`config.mk`:
```
export PLATFORM = sky130hd
export DESIGN_NAME = sc_calib_pulse_gen_flat
export DESIGN_NICKNAME = d
export VERILOG_FILES = /design/src/rtl/sc_calib_pulse_gen_if.sv /design/src/rtl/sc_calib_pulse_gen.sv /design/src/flat_wrapper.sv
export SDC_FILE = /design/constraint.sdc
export NUM_CORES = 1
export LEC_CHECK = 0
export BUFFER_PORTS_ARGS = -buffer_cell sky130_fd_sc_hd__buf_4
export CAP_MARGIN = 20
export CORE_MARGIN = 2
export CORE_UTILIZATION = 55
export CTS_BUF_LIST = sky130_fd_sc_hd__clkbuf_2
export DETAILED_ROUTE_END_ITERATION = 10
export MAX_ROUTING_LAYER = met4
export PLACE_DENSITY = 0.84
export SLEW_MARGIN = 30
export SYNTH_ARGS = -nofsm -noshare
export SYNTH_HDL_FRONTEND = slang
export SYNTH_SLANG_ARGS = --single-unit
```
`constraint.sdc`:
```
create_clock -name Clk -period 5.75 [get_ports Clk]
set_input_delay 0.8625 -clock Clk [delete_from_list [all_inputs] [get_ports Clk]]
set_output_delay 0.8625 -clock Clk [all_outputs]
set_load 0.005 [all_outputs]
```
`src/rtl/sc_calib_pulse_gen_if.sv`:
```
// Connection bundle between the calibration pulse sequencer and its controller:
// configuration and request going in, injection lines and status coming out.
interface sc_calib_pulse_gen_if #(
    parameter int N_V   = 16,
    parameter int N_H   = 16,
    parameter int DLY_W = 8,
    parameter int CNT_W = 8
);
    logic             pulse_req;
    logic [4:0]       pulse_width;
    logic [DLY_W-1:0] pulse_delay;
    logic [N_V-1:0]   pulse_v_cfg;
    logic [N_H-1:0]   pulse_h_cfg;
    logic             clr_flags;
    logic [N_V-1:0]   pulse_v;
    logic [N_H-1:0]   pulse_h;
    logic             busy;
    logic             overrun;
    logic [CNT_W-1:0] pulse_count;

    modport master (
        output pulse_req, pulse_width, pulse_delay, pulse_v_cfg, pulse_h_cfg, clr_flags,
        input  pulse_v, pulse_h, busy, overrun, pulse_count
    );

    modport slave (
        input  pulse_req, pulse_width, pulse_delay, pulse_v_cfg, pulse_h_cfg, clr_flags,
        output pulse_v, pulse_h, busy, overrun, pulse_count
    );
endinterface

```
`src/rtl/sc_calib_pulse_gen.sv`:
```
// Calibration pulse sequencer: a rising edge on the pad request, after
// synchronization, starts a programmable delay followed by a programmable-width
// pulse on the configured V/H injection lines. Config is captured at acceptance.
module sc_calib_pulse_gen #(
    parameter int N_V   = 16,
    parameter int N_H   = 16,
    parameter int DLY_W = 8,
    parameter int CNT_W = 8
) (
    input logic                 Clk,
    input logic                 rst,
    sc_calib_pulse_gen_if.slave bus
);
    // Shared delay/width counter must hold the wider of the two loads.
    localparam int CW = (DLY_W > 5) ? DLY_W : 5;

    typedef enum logic [1:0] {
        IDLE,
        DELAY,
        PULSE
    } state_t;

    state_t           state;
    logic             req_s1;
    logic             req_s2;
    logic             req_s3;
    logic             req_edge;
    logic [CW-1:0]    cnt;
    logic [4:0]       width_q;
    logic [N_V-1:0]   v_q;
    logic [N_H-1:0]   h_q;
    logic [CNT_W-1:0] count_q;

    // Two-flop synchronizer for the pad request plus one stage for edge detection
    always_ff @(posedge Clk) begin
        if (rst) begin
            req_s1 <= 1'b0;
            req_s2 <= 1'b0;
            req_s3 <= 1'b0;
        end else begin
            req_s1 <= bus.pulse_req;
            req_s2 <= req_s1;
            req_s3 <= req_s2;
        end
    end

    // Rising edge of the synchronized request
    always_comb begin
        req_edge = req_s2 & ~req_s3;
    end

    // Sequencer FSM with registered injection lines, busy, overrun and pulse counter
    always_ff @(posedge Clk) begin
        if (rst) begin
            state       <= IDLE;
            cnt         <= '0;
            width_q     <= '0;
            v_q         <= '0;
            h_q         <= '0;
            bus.pulse_v <= '0;
            bus.pulse_h <= '0;
            bus.busy    <= 1'b0;
            bus.overrun <= 1'b0;
            count_q     <= '0;
        end else begin
            case (state)
                IDLE: begin
                    if (req_edge && (bus.pulse_width != 5'd0)) begin
                        width_q  <= bus.pulse_width;
                        v_q      <= bus.pulse_v_cfg;
                        h_q      <= bus.pulse_h_cfg;
                        bus.busy <= 1'b1;
                        if (bus.pulse_delay != '0) begin
                            state <= DELAY;
                            cnt   <= CW'(bus.pulse_delay) - CW'(1);
                        end else begin
                            state       <= PULSE;
                            cnt         <= CW'(bus.pulse_width) - CW'(1);
                            bus.pulse_v <= bus.pulse_v_cfg;
                            bus.pulse_h <= bus.pulse_h_cfg;
                        end
                    end
                end
                DELAY: begin
                    if (cnt == '0) begin
                        state       <= PULSE;
                        cnt         <= CW'(width_q) - CW'(1);
                        bus.pulse_v <= v_q;
                        bus.pulse_h <= h_q;
                    end else begin
                        cnt <= cnt - CW'(1);
                    end
                end
                PULSE: begin
                    if (cnt == '0) begin
                        state       <= IDLE;
                        bus.pulse_v <= '0;
                        bus.pulse_h <= '0;
                        bus.busy    <= 1'b0;
                        count_q     <= count_q + CNT_W'(1);
                    end else begin
                        cnt <= cnt - CW'(1);
                    end
                end
                default: begin
                    state       <= IDLE;
                    bus.pulse_v <= '0;
                    bus.pulse_h <= '0;
                    bus.busy    <= 1'b0;
                end
            endcase

            // Clear is applied last so it overrides a same-edge increment or overrun set.
            if (bus.clr_flags) begin
                bus.overrun <= 1'b0;
                count_q     <= '0;
            end else if (req_edge && (state != IDLE)) begin
                bus.overrun <= 1'b1;
            end
        end
    end

    // Pulse counter is exported directly from its register
    always_comb begin
        bus.pulse_count = count_q;
    end
endmodule
```
`src/flat_wrapper.sv`:
```
// flat-port wrapper written by rule: the top's interface ports become plain ports
module sc_calib_pulse_gen_flat 
#(
    parameter int N_V   = 16,
    parameter int N_H   = 16,
    parameter int DLY_W = 8,
    parameter int CNT_W = 8
)
  (Clk, rst, bus_pulse_req, bus_pulse_width, bus_pulse_delay, bus_pulse_v_cfg, bus_pulse_h_cfg, bus_clr_flags, bus_pulse_v, bus_pulse_h, bus_busy, bus_overrun, bus_pulse_count);
  sc_calib_pulse_gen_if #(.N_V(N_V), .N_H(N_H), .DLY_W(DLY_W), .CNT_W(CNT_W)) bus_i ();
  input logic Clk;
  input logic rst;
  input wire logic [$bits(bus_i.pulse_req)-1:0] bus_pulse_req;
  input wire logic [$bits(bus_i.pulse_width)-1:0] bus_pulse_width;
  input wire logic [$bits(bus_i.pulse_delay)-1:0] bus_pulse_delay;
  input wire logic [$bits(bus_i.pulse_v_cfg)-1:0] bus_pulse_v_cfg;
  input wire logic [$bits(bus_i.pulse_h_cfg)-1:0] bus_pulse_h_cfg;
  input wire logic [$bits(bus_i.clr_flags)-1:0] bus_clr_flags;
  output wire logic [$bits(bus_i.pulse_v)-1:0] bus_pulse_v;
  output wire logic [$bits(bus_i.pulse_h)-1:0] bus_pulse_h;
  output wire logic [$bits(bus_i.busy)-1:0] bus_busy;
  output wire logic [$bits(bus_i.overrun)-1:0] bus_overrun;
  output wire logic [$bits(bus_i.pulse_count)-1:0] bus_pulse_count;
  assign bus_i.pulse_req = bus_pulse_req;
  assign bus_i.pulse_width = bus_pulse_width;
  assign bus_i.pulse_delay = bus_pulse_delay;
  assign bus_i.pulse_v_cfg = bus_pulse_v_cfg;
  assign bus_i.pulse_h_cfg = bus_pulse_h_cfg;
  assign bus_i.clr_flags = bus_clr_flags;
  assign bus_pulse_v = bus_i.pulse_v;
  assign bus_pulse_h = bus_i.pulse_h;
  assign bus_busy = bus_i.busy;
  assign bus_overrun = bus_i.overrun;
  assign bus_pulse_count = bus_i.pulse_count;
  sc_calib_pulse_gen #(.N_V(N_V), .N_H(N_H), .DLY_W(DLY_W), .CNT_W(CNT_W)) u_core (.Clk(Clk), .rst(rst), .bus(bus_i));
endmodule
```
==> results of run 1 <==
==> tightest hold or removal path: stages, from the launching register on <==
cell                      delay, ns
sky130_fd_sc_hd__dfxtp_1       0.37
sky130_fd_sc_hd__nand2_1       0.05
sky130_fd_sc_hd__a21oi_1       0.05
==> final timing paths <==
path                                    from                                  to  slack (ns)  cells after the start
setup / recovery  u_core.cnt[0]$_SDFFE_PP0P_  u_core.bus.pulse_v[8]$_SDFFE_PP0P_        2.75                      8
hold / removal    u_core.h_q[3]$_SDFFE_PP0P_          u_core.h_q[3]$_SDFFE_PP0P_        0.47                      2
setup reg to reg  u_core.cnt[0]$_SDFFE_PP0P_  u_core.bus.pulse_v[8]$_SDFFE_PP0P_        2.75                      8
hold reg to reg   u_core.h_q[3]$_SDFFE_PP0P_          u_core.h_q[3]$_SDFFE_PP0P_        0.47                      2
==> state kept, by name, summed over array words and instances (netlist names) <==
register	flops
u_core.v_q	16
u_core.req_s3	1
u_core.h_q	16
u_core.bus.pulse_h	16
u_core.cnt	8
u_core.state	2
u_core.bus.pulse_count	8
u_core.bus.pulse_v	16
u_core.bus.overrun	1
u_core.req_s1	1
u_core.req_s2	1
u_core.bus.busy	1
u_core.width_q	5
==> cell usage in the layout, fill, tap and decap left out, types with 5 or more instances in the layout <==
master / instances
sky130_fd_sc_hd__a22oi_1: 32
sky130_fd_sc_hd__xor2_1: 9
sky130_fd_sc_hd__nor2_1: 57
sky130_fd_sc_hd__nor2b_1: 5
sky130_fd_sc_hd__xnor2_1: 8
sky130_fd_sc_hd__inv_1: 14
sky130_fd_sc_hd__clkbuf_2: 10
sky130_fd_sc_hd__ha_1: 10
sky130_fd_sc_hd__nand2_1: 89
sky130_fd_sc_hd__a21oi_1: 52
sky130_fd_sc_hd__a211oi_2: 20
sky130_fd_sc_hd__dfxtp_1: 92
sky130_fd_sc_hd__nor3_1: 9
sky130_fd_sc_hd__o21ai_0: 7
sky130_fd_sc_hd__a311oi_1: 5
sky130_fd_sc_hd__a211oi_1: 16
sky130_fd_sc_hd__buf_4: 94
==> layer usage <==
metal	GRT usage	part of all wire	up-vias
li1	-	-	1993
met1	0.326	0.42	1978
met2	0.429	0.49	146
met3	0.0395	0.064	20
met4	0.116	0.022	0
met5	-	0	-
==> cell type report <==
type                    count  area (µm²)
fillers                   643        2560
well taps                 102         128
multi-input cells         380        2340
clock inverters             6        47.5
repair buffers             94         706
clock buffers              10        50.0
flip-flops and latches     92        1840
inverters                  14        52.6
==> metrics by stage <==
stage	util	worst slack (ns)	power (mW)	std cells
3_3_place_gp	0.655	2.31	1.78	682
2_1_floorplan	-	3.29	1.55	523
4_1_cts	0.668	2.76	2.10	698
5_1_grt	0.668	2.55	2.24	698
6_report	0.668	2.75	2.10	698
3_5_place_dp	0.655	2.17	1.81	682
==> power by group through the flow <==
stage	clock network [mW]	registers, mW	logic (mW)
floorplan	0	0.822	0.731
global placement	0	0.836	0.942
detailed placement	0	0.838	0.973
CTS	0.300	0.826	0.976
global route	0.324	0.841	1.07
finish	0.297	0.828	0.979
==> cells by family after synthesis <==
logic type	after synthesis	share of synthesized area
compound gates	155	0.258
xor+xnor	17	0.0338
fa+ha+maj	10	0.0284
buf+inv	51	0.0531
flops	92	0.418
mux	3	0.00710
simple gates	195	0.202
==> results_tabular.tex, run 1 <==
\begin{tabular}{lr}
\hline
Metric & Value \\
\hline
\multicolumn{2}{l}{\textbf{Run}} \\
\quad Maximum capacitance violations & 0 \\
\multicolumn{2}{l}{\textbf{Worst setup path}} \\
\quad Library cell contributing the largest single delay on the critical path & sky130\_fd\_sc\_hd\_\_o22a\_2 \\
\quad Crit path required time & 6.24 ns \\
\quad Bufs and invs on worst path & 2 \\
\quad Largest fanout on the critical path & 40 \\
\quad Category of the worst setup path capture point & flop \\
\quad Cells along the critical path & inv\_1, ha\_1, or4b\_4, nor2\_4, o22a\_2, buf\_4, nor2\_1, a211oi\_2 \\
\quad Worst Path Arrival & 3.49 ns \\
\quad Kind of critical path & reg -> reg \\
\quad Setup crit start kind & flop \\
\quad Maximum cell stage delay along the critical path & 0.73 ns \\
\quad CP top delay family & compound AO/OA/AOI/OAI gates \\
\multicolumn{2}{l}{\textbf{Synth}} \\
\quad Yosys top cell by area & sky130\_fd\_sc\_hd\_\_dfxtp\_1 \\
\quad Number of synthesized flops with an enable pin & 0 \\
\quad Flip-flop and latch count after synthesis & 92 \\
\quad Ranking of synthesized cells by area & sky130\_fd\_sc\_hd\_\_dfxtp\_1, sky130\_fd\_sc\_hd\_\_nand2\_1, sky130\_fd\_sc\_hd\_\_a21oi\_1, sky130\_fd\_sc\_hd\_\_a211oi\_2, sky130\_fd\_sc\_hd\_\_a22oi\_1 \\
\quad Proportion of synthesized chip area in sequential cells & 0.418 \\
\quad Mapped Nets & 582 \\
\quad Number of distinct standard cells referenced by the synthesized netlist & 54 \\
\quad Synth Area per Inst & 8.42 µm² \\
\quad Post-Syn Area & 4410 µm² \\
\quad Primary flip-flop cell chosen by synthesis mapping & sky130\_fd\_sc\_hd\_\_dfxtp\_1 \\
\quad Leading cell type by number of instances after synthesis & sky130\_fd\_sc\_hd\_\_dfxtp\_1 \\
\quad Yosys warns & 0 \\
\quad Post-synthesis cell count & 523 \\
\quad Area share of the leading cell type in the synthesized netlist & 0.418 \\
\quad Most frequent cells after synthesis & sky130\_fd\_sc\_hd\_\_dfxtp\_1, sky130\_fd\_sc\_hd\_\_nand2\_1, sky130\_fd\_sc\_hd\_\_nor2\_1 \\
\quad Proportion of register bits with asynchronous set or reset after synthesis & 0 \\
\multicolumn{2}{l}{\textbf{Place}} \\
\quad HPWL after DPL & 7390 µm \\
\quad Area of placed instances & 5060 µm² \\
\quad Final weighted congestion in routability-driven placement & 0.942 \\
\quad Number of buffer cells added on primary ports & 90 \\
\multicolumn{2}{l}{\textbf{Floorplanning}} \\
\quad Initial cell density of the core & 0.570 \\
\quad Die boundary height & 93.5 µm \\
\quad Site row count & 32 \\
\quad Area enclosed by the die boundary & 8740 µm² \\
\quad Chip width & 93.5 µm \\
\quad Core Footprint & 7730 µm² \\
\quad Ports & 91 \\
\multicolumn{2}{l}{\textbf{GRT}} \\
\quad Number of antenna violations at the first check in global routing & 0 \\
\quad Via count of the first global-routing pass & 3,924 \\
\quad Global-route wire length before repair & 17,900 µm \\
\quad Leftover overflow at the end of global routing & 0 \\
\quad GRT Resource Usage Total & 0.264 \\
\quad Pin count of the biggest net entering global routing & 87 \\
\multicolumn{2}{l}{\textbf{Timing}} \\
\quad Setup Total Neg Slack & 0 ns \\
\quad Worst hold slack & 0.472 ns \\
\quad Worst-Margin Slew & 0.991 ns \\
\quad Final Setup Violations & 0 \\
\quad Worst max-slew margin expressed relative to the limit & 0.339 \\
\quad Unrepaired setup endpoints after global routing & no \\
\quad Max-slew violation count & 0 \\
\quad Achievable frequency & 333 MHz \\
\quad Number of hold violations in the final report & 0 \\
\quad Tmin final & 3.00 ns \\
\quad Clock skew & 0.0231 ns \\
\quad Period utilisation layout & 0.522 \\
\multicolumn{2}{l}{\textbf{Pwr}} \\
\quad Internal power component & 1.21 mW \\
\quad Part of the power in registers & 0.393 \\
\quad Worst vdd ir & 221 µV \\
\quad P\_sw & 898 µW \\
\quad Fraction of power consumed by the clock network & 0.141 \\
\quad Leakage Power & 1.95 nW \\
\quad Fraction of power spent switching nets & 0.427 \\
\quad Fraction of power consumed by combinational cells & 0.465 \\
\quad Power density of the placed cells & 408 nW/µm² \\
\multicolumn{2}{l}{\textbf{CTS}} \\
\quad CTS max path bufs & 2 \\
\quad Clock transition at the registers of the reported paths & 0.25 ns \\
\quad Total setup buffers inserted after CTS & 0 \\
\quad Number of H-tree levels & 3 \\
\quad Number of buffers created by CTS & 9 \\
\quad Insertion delay of the later-clocked pin in the worst-skew pair & 0.57 ns \\
\quad Clock tree from TritonCTS & yes \\
\quad Clock root buffer & sky130\_fd\_sc\_hd\_\_clkbuf\_2 \\
\quad Count of instances resized after the clock tree is built & 0 \\
\quad Total number of clock tree sinks & 92 \\
\quad Quantity of hold-fixing buffers added after cts & 0 \\
\multicolumn{2}{l}{\textbf{Cells and area}} \\
\quad \# nets final & 650 \\
\quad Post-route standard cell area excluding fillers & 5160 µm² \\
\quad Number of antenna cells inserted & 0 \\
\quad Share of cells above drive strength 1 & 0.235 \\
\quad Synthesis-to-layout area growth & 17.2\% \\
\multicolumn{2}{l}{\textbf{Route}} \\
\quad Via density per instance & 5.93 \\
\quad Wirelength, routed & 10,900 µm \\
\quad DR vias & 4,137 \\
\quad Iteration-0 DRC Markers & 370 \\
\quad DRC errors left & 0 \\
\quad WL/cell & 15.6 µm \\
\quad 1st-pass router iterations & 5 \\
\quad Number of nets with antenna violations after detailed routing & 0 \\
\multicolumn{2}{l}{\textbf{Outcome}} \\
\quad Outcome & complete, no violations \\
\multicolumn{2}{l}{\textbf{Hold path}} \\
\quad Path class of the lowest-slack min-delay path & reg -> reg \\
\hline
\end{tabular}
Note: power is estimated with default switching activity, not from simulation.
==> run 2, diff against run 1 <==
- clock period: 5.75 -> 2.8 ns (I/O delays scaled with it)
==> results_tabular.tex, run 2 (synthesis results as in run 1) <==
\begin{tabular}{lr}
\hline
Metric & Value \\
\hline
\multicolumn{2}{l}{\textbf{Route}} \\
\quad Number of nets with antenna violations after detailed routing & 0 (unchanged) \\
\quad DRC errors left & 0 (unchanged) \\
\quad DR vias & 4,106 (-0.75\%) \\
\quad WL/cell & 15.7 µm (+0.35\%) \\
\quad Iteration-0 DRC Markers & 275 (-26\%) \\
\quad Length of routed met2 wiring & 5440 µm (+1.1\%) \\
\quad Routed length on met1 & 4680 µm (+2.2\%) \\
\quad Via density per instance & 5.84 (-1.5\%) \\
\quad 1st-pass router iterations & 5 (unchanged) \\
\quad Wirelength, routed & 11,000 µm (+1.1\%) \\
\quad Top routing layer in use & met4 \\
\quad Met3 WL & 722 µm (+2.7\%) \\
\multicolumn{2}{l}{\textbf{GRT}} \\
\quad Number of antenna violations at the first check in global routing & 0 (unchanged) \\
\quad GRT Resource Usage Total & 0.264 (+0.000517) \\
\quad Global-route wire length before repair & 18,200 µm (+1.6\%) \\
\quad Leftover overflow at the end of global routing & 0 (unchanged) \\
\quad Pin count of the biggest net entering global routing & 66 (-24\%) \\
\quad Via count of the first global-routing pass & 4,019 (+2.4\%) \\
\multicolumn{2}{l}{\textbf{CTS}} \\
\quad Number of buffers created by CTS & 9 (unchanged) \\
\quad Number of H-tree levels & 3 (unchanged) \\
\quad Clock root buffer & sky130\_fd\_sc\_hd\_\_clkbuf\_2 \\
\quad Quantity of hold-fixing buffers added after cts & 0 (unchanged) \\
\quad Clock transition at the registers of the reported paths & 0.27 ns (+0.02 ns) \\
\quad Total number of clock tree sinks & 92 (unchanged) \\
\quad Count of instances resized after the clock tree is built & 0 (unchanged) \\
\quad Clock tree from TritonCTS & yes \\
\quad Total setup buffers inserted after CTS & 0 (unchanged) \\
\quad Insertion delay of the later-clocked pin in the worst-skew pair & 0.55 ns (-0.02 ns) \\
\quad CTS max path bufs & 2 (unchanged) \\
\multicolumn{2}{l}{\textbf{Worst setup path}} \\
\quad Crit path required time & 3.26 ns (-2.98 ns) \\
\quad Kind of critical path & reg -> reg \\
\quad Last element of the critical path & u\_core.bus.pulse\_h[3]\$\_SDFFE\_PP0P\_ \\
\quad Category of the worst setup path capture point & flop \\
\quad Largest fanout on the critical path & 65 (+63\%) \\
\quad Setup crit start kind & flop \\
\quad R2R Path Start & u\_core.cnt[0]\$\_SDFFE\_PP0P\_ \\
\quad R2R setup slack & 0.39 ns (-2.36 ns) \\
\quad Launching instance or port of the critical path & u\_core.cnt[0]\$\_SDFFE\_PP0P\_ \\
\quad Worst Path Arrival & 2.87 ns (-0.62 ns) \\
\quad Reg-to-reg endpoint & u\_core.bus.pulse\_h[3]\$\_SDFFE\_PP0P\_ \\
\quad Worst Reg-to-Reg Cells & 8 (unchanged) \\
\multicolumn{2}{l}{\textbf{Floorplanning}} \\
\quad Die boundary height & 93.5 µm (unchanged) \\
\quad Core Footprint & 7730 µm² (unchanged) \\
\quad Site row count & 32 (unchanged) \\
\quad Chip width & 93.5 µm (unchanged) \\
\quad Area enclosed by the die boundary & 8740 µm² (unchanged) \\
\quad Initial cell density of the core & 0.570 (unchanged) \\
\quad Ports & 91 (unchanged) \\
\multicolumn{2}{l}{\textbf{Timing}} \\
\quad Achievable frequency & 415 MHz (+24\%) \\
\quad Period utilisation layout & 0.862 (+0.339) \\
\quad Clock skew & 0.0313 ns (+0.00817 ns) \\
\quad Worst max-slew margin expressed relative to the limit & 0.539 (+0.200) \\
\quad Tmin final & 2.41 ns (-0.590 ns) \\
\quad Unrepaired setup endpoints after global routing & no \\
\quad Setup Total Neg Slack & 0 ns (unchanged) \\
\quad Fin worst setup slack & 0.388 ns (-2.36 ns) \\
\quad Max-slew violation count & 0 (unchanged) \\
\quad Worst-Margin Slew & 0.691 ns (-0.300 ns) \\
\quad Final Setup Violations & 0 (unchanged) \\
\quad Number of hold violations in the final report & 0 (unchanged) \\
\multicolumn{2}{l}{\textbf{Place}} \\
\quad HPWL after DPL & 7510 µm (+1.6\%) \\
\quad Final weighted congestion in routability-driven placement & 0.955 (+1.4\%) \\
\quad Number of buffer cells added on primary ports & 90 (unchanged) \\
\quad Dpl ws & 0.294 ns (-1.87 ns) \\
\multicolumn{2}{l}{\textbf{Pwr}} \\
\quad Power density of the placed cells & 879 nW/µm² (+120\%) \\
\quad Worst vdd ir & 438 µV (+98\%) \\
\quad Leakage Power & 2.02 nW (+3.8\%) \\
\multicolumn{2}{l}{\textbf{Cells and area}} \\
\quad Synthesis-to-layout area growth & 20.2\% \\
\quad Area of the multi-input gates & 2330 µm² (-0.11\%) \\
\quad Most common cell after layout, fill and taps aside & sky130\_fd\_sc\_hd\_\_buf\_4 \\
\quad \# nets final & 655 (+0.77\%) \\
\quad Fill cells & 628 (-2.3\%) \\
\quad Share of cells above drive strength 1 & 0.241 (+0.00637) \\
\quad Top library cells by usage in the layout, fill and taps aside & sky130\_fd\_sc\_hd\_\_buf\_4, sky130\_fd\_sc\_hd\_\_dfxtp\_1, sky130\_fd\_sc\_hd\_\_nand2\_1, sky130\_fd\_sc\_hd\_\_nor2\_1, sky130\_fd\_sc\_hd\_\_a21oi\_1 \\
\quad Number of antenna cells inserted & 0 (unchanged) \\
\quad Sequential cell area & 1840 µm² (unchanged) \\
\multicolumn{2}{l}{\textbf{Hold path}} \\
\quad Path class of the lowest-slack min-delay path & in -> reg \\
\multicolumn{2}{l}{\textbf{Outcome}} \\
\quad Outcome & complete, no violations \\
\multicolumn{2}{l}{\textbf{Run}} \\
\quad Maximum capacitance violations & 0 (unchanged) \\
\hline
\end{tabular}
## run 2: final cells by class
| cell class | instances | share of cell area |
|---|---|---|
| clock buffer | 10 | 0.00945 |
| inverter | 14 | 0.00993 |
| sequential | 92 | 0.348 |
| timing repair buffer | 99 | 0.145 |
| tap | 102 | 0.0241 |
| clock inverter | 6 | 0.0225 |
| multi-input combinational | 380 | 0.441 |
## run 2: worst min-delay path by stage
stage	from	end	slack (ns)	cells past startpoint
5_1_grt	bus_pulse_v_cfg[3]	u_core.v_q[3]$_SDFFE_PP0P_	0.04	3
3_5_place_dp	u_core.req_s1$_SDFF_PP0_	u_core.req_s2$_SDFF_PP0_	0.44	1
6_report	bus_pulse_v_cfg[6]	u_core.v_q[6]$_SDFFE_PP0P_	0.08	3
4_1_cts	bus_pulse_v_cfg[6]	u_core.v_q[6]$_SDFFE_PP0P_	0.05	3
3_3_place_gp	u_core.req_s1$_SDFF_PP0_	u_core.req_s2$_SDFF_PP0_	0.42	1
2_1_floorplan	u_core.req_s1$_SDFF_PP0_	u_core.req_s2$_SDFF_PP0_	0.41	1
## run 2: per-stage QoR
step / hold slack (ns) / total power [mW] / cell area [µm²] / utilization / std cells
4_1_cts: 0.0468 / 4.65 / 5290 / 0.685 / 703
3_5_place_dp: 0.438 / 3.78 / 5120 / 0.663 / 687
6_report: 0.0763 / 4.65 / 5290 / 0.685 / 703
2_1_floorplan: 0.414 / 3.19 / 4410 / - / 523
3_3_place_gp: 0.419 / 3.70 / 5120 / 0.663 / 687
5_1_grt: 0.0351 / 4.94 / 5290 / 0.685 / 703
## run 2: worst max-delay path: stages (launching register included)
cell                       delay [ns]
sky130_fd_sc_hd__dfxtp_1         0.39
sky130_fd_sc_hd__inv_1           0.08
sky130_fd_sc_hd__ha_1            0.24
sky130_fd_sc_hd__or4b_4          0.53
sky130_fd_sc_hd__nor2_4          0.23
sky130_fd_sc_hd__o22a_2          0.21
sky130_fd_sc_hd__buf_12          0.27
sky130_fd_sc_hd__nor2_1          0.10
sky130_fd_sc_hd__a211oi_1        0.28
## run 2: power by group
group          internal, mW  switching [mW]
sequential             1.53           0.165
combinational         0.868            1.21
clock                 0.400           0.474
## run 2: layer usage
layer / up-vias / track usage
li1: 1998 / -
met1: 1930 / 0.317
met2: 159 / 0.441
met3: 19 / 0.0588
met4: 0 / 0.0882
met5: - / -
